===== config.mk =====
export PLATFORM = sky130hd
export DESIGN_NAME = branch_target_predictor
export DESIGN_NICKNAME = d
export VERILOG_FILES = /design/src/rtl/branch_target_predictor.sv
export SDC_FILE = /design/constraint.sdc
export NUM_CORES = 2
export LEC_CHECK = 0
export CAP_MARGIN = 20
export CORE_ASPECT_RATIO = 0.75
export CORE_MARGIN = 4
export CORE_UTILIZATION = 50
export DETAILED_ROUTE_END_ITERATION = 16
export GPL_TIMING_DRIVEN = 0
export MAX_ROUTING_LAYER = met4
export PLACE_DENSITY_LB_ADDON = 0.08
export SLEW_MARGIN = 15
export SYNTH_ARGS = -nofsm -noshare
export SYNTH_HDL_FRONTEND = slang
export SYNTH_SLANG_ARGS = --single-unit

===== constraint.sdc =====
create_clock -name clk -period 3.77 [get_ports clk]
set_input_delay 0.5655 -clock clk [delete_from_list [all_inputs] [get_ports clk]]
set_output_delay 0.5655 -clock clk [all_outputs]
set_load 0.02 [all_outputs]

===== src/rtl/branch_target_predictor.sv =====
// Direct-mapped BTB with 2-bit direction counters and a saturating
// misprediction counter; combinational lookup, clocked training.
module branch_target_predictor #(
   parameter int ENTRIES = 16,
   parameter int INDEX_W = 4,
   parameter int CNT_W   = 16
) (
   input  logic             clk,
   input  logic             rst,
   input  logic [31:0]      PC,
   output logic             hit,
   output logic             taken,
   output logic [31:0]      pred_PC,
   input  logic             upd_valid,
   input  logic [31:0]      upd_PC,
   input  logic             upd_taken,
   input  logic [31:0]      upd_target,
   input  logic             upd_mispred,
   input  logic             clear,
   output logic [CNT_W-1:0] mispred_cnt
);

   localparam int TAG_W = 32 - INDEX_W - 2;

   logic             valid_q [ENTRIES];
   logic [TAG_W-1:0] tag_q   [ENTRIES];
   logic [31:0]      tgt_q   [ENTRIES];
   logic [1:0]       cnt_q   [ENTRIES];
   logic [CNT_W-1:0] mis_q;

   logic [INDEX_W-1:0] rd_idx;
   logic [TAG_W-1:0]   rd_tag;
   logic [INDEX_W-1:0] wr_idx;
   logic [TAG_W-1:0]   wr_tag;
   logic               wr_hit;
   logic               unused_pc_lsb;

   assign rd_idx = PC[INDEX_W+1:2];
   assign rd_tag = PC[31:INDEX_W+2];
   assign wr_idx = upd_PC[INDEX_W+1:2];
   assign wr_tag = upd_PC[31:INDEX_W+2];
   assign unused_pc_lsb = ^{PC[1:0], upd_PC[1:0]};

   assign hit     = valid_q[rd_idx] && (tag_q[rd_idx] == rd_tag);
   assign taken   = hit && cnt_q[rd_idx][1];
   assign pred_PC = hit ? tgt_q[rd_idx] : 32'h0;
   assign wr_hit  = valid_q[wr_idx] && (tag_q[wr_idx] == wr_tag);

   always_ff @(posedge clk or negedge rst) begin
      if (!rst) begin
         for (int i = 0; i < ENTRIES; i++) begin
            valid_q[i] <= 1'b0;
            tag_q[i]   <= '0;
            tgt_q[i]   <= '0;
            cnt_q[i]   <= 2'b01;
         end
      end else if (clear) begin
         for (int i = 0; i < ENTRIES; i++) begin
            valid_q[i] <= 1'b0;
            cnt_q[i]   <= 2'b01;
         end
      end else if (upd_valid) begin
         if (wr_hit) begin
            if (upd_taken) begin
               tgt_q[wr_idx] <= upd_target;
               if (cnt_q[wr_idx] != 2'b11)
                  cnt_q[wr_idx] <= cnt_q[wr_idx] + 2'd1;
            end else if (cnt_q[wr_idx] != 2'b00) begin
               cnt_q[wr_idx] <= cnt_q[wr_idx] - 2'd1;
            end
         end else if (upd_taken) begin
            // Miss on a taken branch: allocate or evict the aliasing entry
            valid_q[wr_idx] <= 1'b1;
            tag_q[wr_idx]   <= wr_tag;
            tgt_q[wr_idx]   <= upd_target;
            cnt_q[wr_idx]   <= 2'b10;
         end
      end
   end

   always_ff @(posedge clk or negedge rst) begin
      if (!rst)
         mis_q <= '0;
      else if (upd_valid && upd_mispred && (mis_q != {CNT_W{1'b1}}))
         mis_q <= mis_q + CNT_W'(1);
   end

   assign mispred_cnt = mis_q;

endmodule

======== Yosys cells after proc, flatten, opt, wreduce, memory -nomap -nowiden ========
Cells that the tools add are included.
storage, ports and cells
  flip-flop bits (word level) ............. 992
  input bits .............................. 102
  output and inout port bits .............. 50
  word-level logic and storage cells ...... 145
cells by class
  add/sub/neg operators ................... 3
  order comparisons ....................... 3
  equal/unequal tests ..................... 6
  multiplexer cells ....................... 45
  bitwise logic cells ..................... 8
  reduce and logical (&&, ||, !) cells .... 15
operators with widths
  operator                                                         count
  512-bit bitwise mux                                              1
  416-bit bitwise mux                                              1
  32-bit two-way mux                                               11
  26-bit binary-select mux with 4-bit select                       2
  26-bit two-way mux                                               5
  32-bit binary-select mux with 4-bit select                       1
  32-bit demux with 4-bit select                                   1
  26-bit demux with 4-bit select                                   1
  32-bit bitwise mux                                               2
  16-bit two-way mux                                               4
  26-bit == test                                                   2
  16-bit OR                                                        2
  16-bit by 1-bit adder with 16-bit output, second input constant  1
  16-bit AND                                                       1
  2-bit binary-select mux with 4-bit select                        2
  16-bit inequality test, second input constant                    1
  16-bit NOT                                                       1
  5-bit >= comparator, second input constant                       2
  2-bit two-way mux                                                5
  4-bit NOT with 5-bit output                                      2
  1-bit binary-select mux with 4-bit select                        2
  2-bit demux with 4-bit select                                    1
  4-bit AND reduction                                              2
  1-bit logical AND                                                6
  11 further kinds                                                 21

======== Logic depth before layout (Yosys ltp) ========
  depth after elaboration ................. 11
  mapped depth ............................ 16
  mapped depth without buffers ............ 10

======== Worst setup path after synthesis ========
OpenSTA, ideal clock, no wires.
  path type ............................... input-to-output
  from .................................... input port PC[2]
  to ...................................... output port pred_PC[22]
  arrival time ............................ 3.501 ns
  setup slack ............................. -0.296 ns
  stages .................................. 10
  buffers on the path ..................... 4
  path through ............................ clkbuf_1 buf_2 buf_2 mux4_2 mux4_2 xnor2_1 nand4_1 nor4_1 clkbuf_1 and3_1
between the ends
  word-level cells in the longest chain between the ends .. 7
  elaborated cells between the ends (all ways) .. 13
RTL lines
  item                                                   line    source
  from (decl)                                            10      input logic [31:0] PC,
  4-bit NOT with 5-bit output (implied by the code) (*)  44, 46
  26-bit binary-select mux with 4-bit select             44      assign hit = valid_q[rd_idx] && (tag_q[rd_idx] == rd_tag);
  26-bit two-way mux (implied by the code) (2 in a row)  44
  26-bit == test                                         44
  1-bit logical AND                                      44
  32-bit two-way mux (*)                                 46      assign pred_PC = hit ? tgt_q[rd_idx] : 32'h0;
  to (decl)                                              13      output logic [31:0] pred_PC,
Mark *: on every way between the ends. The rest lies on a longest branch, timed or not. The select of a mux whose other input is x is not followed.

======== Worst setup path after layout ========
  from .................................... register tag_q[392] (netlist name)
  to ...................................... output port pred_PC[18]
between the ends
  word-level cells in the longest chain between the ends .. 6
RTL lines
  item                                                   line  source
  from (decl)                                            26    logic [TAG_W-1:0] tag_q [ENTRIES];
  from (signal, indexed assignment)                      74    tag_q[wr_idx] <= wr_tag;
  26-bit binary-select mux with 4-bit select             44
  26-bit two-way mux (implied by the code) (2 in a row)  44
  26-bit == test                                         44
  1-bit logical AND                                      44
  32-bit two-way mux                                     46
Every way passes these cells. The select of a mux whose other input is x is not followed.

==> metrics <==
DR WL/cell ~33 um; Final Net Count 3,611; delay of the slowest cell on the worst path 0.54 ns; # clock sinks between 900 and 1,000; Final Setup Violations 188; cts bufs inserted 101; Rows 99; Cell Chain, Critical Path mux4_2 > mux4_2 > xnor2_2 > nand4_1 > nor4_4 > buf_12 > buf_8 > clkbuf_16 > and3_4 > buf_6; PnR worst setup slack -0.869 ns; antenna-violating nets left 0; Crit path max-delay family simple AND/OR/NAND/NOR gates; fill count 7,481; Seq cells post-synth 992; WHS Path Cells 2; via count ~32,000; Pleak about 27 nW; Core Area 98,000 um^2; drt drc 0; Period Utilization, post-route 123%; Ys Warns 0; Worst path depth 10; Crit path buffers/inverters 4; Syn Nets 3,320; Worst Path Arrival 4.07 ns; Pre-Repair DR Iteration Count 5; drt via density approximately 6.5; initial antenna violation count 5; register area share after synthesis 49.9%; MaxCap Viol Count 0; dpl hpwl 111 mm; Synth top area share 49.0%; Synth Cell Area 49,800 um^2; Clock Tree Root clkbuf_16; Async SR Flop Fraction 100%; Post-Syn Instances 3,215; Chip Width 372 um; fin crit period approximately 4.6 ns; synth top area cells dfrtp_1 (49%), mux2_2 (21%), mux4_2 (17%); Reg2Reg Depth 12; die area 105,000 um^2; worst hold slack 0.393 ns; Worst EP required about 3.2 ns; Avg Inst Size Synth around 15 um^2; slowest CP cell mux4_2; Worst Hold Class input port to flop; highest clock rate about 0.22 GHz; largest net degree at the start of global routing ~170; Slew @ Worst Pin between 1 and 1.5 ns; vias in the first global route 33,400; routability cong. 0.943; EDFF count, synth 0; final-report max-slew violation count 0; failing checks setup timing; drt total wl 162 mm; CP Capture Type primary output; Initial Utilization approximately half; ys flop type dfrtp_1; Peak supply drop between 0.0003 and 0.0004 V; RSZ-0062 raised after global routing yes; final hold violation count 0; kind of critical path flop to primary output; gr usage total 32.0%; largest area contributor in the netlist dfrtp_1; Layout area overhead 17.4%; Initial DRC Count around 3,400; pre-CTS setup slack -2.74 ns; Worst Setup Start Kind flop; height of the die 281 um; Netlist cell types 55; Clock Latency Late Sink around 0.72 ns; CTS tree done; clk slew on worst S/H paths ~0.07 ns; clk buf depth 3; Setup Skew 0.0243 ns; status finished, violations left; Most Frequent Cell on Critical Path mux4_2; proportion of layout cells with a drive suffix above 1 50.9%; total grt overflow 0; H-Tree Depth 3; io pins 152; PD cells 486 nW/um^2; crit path max fanout 10; Port Buffer Count 116; first-pass GRT wire length 234 mm; Slew headroom between 9 and 10%
==> per-stage QoR <==
stage	setup TNS [ns]	cell area, um^2	total power, mW	utilization [%]	std cells
after floorplan	0	49900	15.8	-	3215
after global placement	-	52700	17.2	53.8	4644
after detailed placement	-1103.56	52900	17.4	54.0	4656
after CTS	-27.53	57400	28.4	58.6	4854
after global routing	-34.35	58500	29.4	59.7	4910
final	-31.18	58500	28.4	59.7	4910
==> sequential cells by signal, summed over array words and instances (netlist names) <==
signal / count
tgt_q: 512
mispred_cnt: 16
valid_q: 16
tag_q: 416
cnt_q: 32
==> cell type report <==
class | count | area, um^2 | share of cell area (%)
Sequential cell | 992 | 24800 | 42.5
Multi-Input combinational cell | 1906 | 24100 | 41.1
Clock buffer | 151 | 2970 | 5.07
Timing Repair Buffer | 190 | 2160 | 3.69
Buffer | 300 | 2080 | 3.56
Tap cell | 1313 | 1640 | 2.81
Clock inverter | 38 | 648 | 1.11
Inverter | 15 | 56.3 | 0.0963
Antenna cell | 5 | 12.5 | 0.0214
==> layout by cell type (no fill, tap or decap), types with 21 or more instances in the layout <==
cell / n
dfrtp_1: 976
mux2_2: 898
mux4_2: 384
clkbuf_1: 142
clkbuf_16: 112
mux2i_1: 99
clkdlybuf4s50_1: 81
nor2_1: 71
nand2_1: 68
buf_4: 67
buf_6: 63
xnor2_1: 55
buf_1: 45
mux2_4: 35
buf_12: 30
and3_4: 28
a21oi_1: 27
clkbuf_2: 26
mux2_1: 26
clkbuf_8: 23
nand2b_1: 21
==> metal layers <==
metal | track usage (%) | routed length, um | vias up
li1 | - | - | 12800
met1 | 46.7 | 71600 | 17600
met2 | 44.1 | 69300 | 1487
met3 | 10.0 | 16800 | 292
met4 | 7.15 | 4140 | 0
met5 | - | 0 | -
==> timing repair <==
item | 4_1_cts | 5_1_grt
setup endpoints to repair | 638 | 365
hold endpoints to repair | 100 | 0
resized for setup | 387 | 114
buffers inserted | 10 | 42
hold buffers | 1 | 0
pin swaps | 8 | 12
cloned | 0 | 7
==> Yosys cell counts (17+ instances only) <==
| cell type | number |
|---|---|
| xnor2_1 | 63 |
| o22ai_1 | 17 |
| and3_1 | 38 |
| mux2i_1 | 103 |
| buf_1 | 60 |
| mux2_1 | 37 |
| clkbuf_1 | 155 |
| mux4_2 | 384 |
| nand2b_1 | 21 |
| buf_2 | 44 |
| dfrtp_1 | 976 |
| nand2_1 | 70 |
| buf_6 | 30 |
| a21oi_1 | 28 |
| nor2_1 | 73 |
| mux2_2 | 922 |
==> report_power, final <==
group | leakage [nW] | internal [mW] | switching, mW
Sequential | 13.2 | 12.0 | 0.882
Clock | 1.76 | 6.49 | 4.42
Combinational | 11.6 | 2.54 | 2.06
Total | 26.5 | 21.0 | 7.36
==> cells by family (layout without fill, tap and decap cells) <==
| logic type | Yosys count | after routing | synth area share (%) |
|---|---|---|---|
| flip-flops | 992 | 992 | 49.9 |
| AND/OR/NAND/NOR | 269 | 269 | 2.87 |
| adder cells (fa/ha/maj) | 3 | 3 | 0.0754 |
| multiplexers | 1446 | 1446 | 41.1 |
| other | 0 | 5 | 0 |
| buffers and inverters | 317 | 694 | 3.05 |
| XOR/XNOR | 76 | 76 | 1.34 |
| AO/OA/AOI/OAI | 112 | 112 | 1.66 |
==> worst paths after layout <==
kind,endpoint,slack (ns),from
setup / recovery,pred_PC[18],-0.87,tag_q[392]
min in group asynchronous,tag_q[71],0.43,rst
hold / removal,tag_q[86],0.39,upd_PC[14]
hold reg to reg,mispred_cnt[6],0.50,mispred_cnt[6]
max in group asynchronous,tgt_q[185],0.96,rst
setup reg to reg,tag_q[255],-0.10,tag_q[279]
Note: power is estimated with default switching activity, not from simulation.
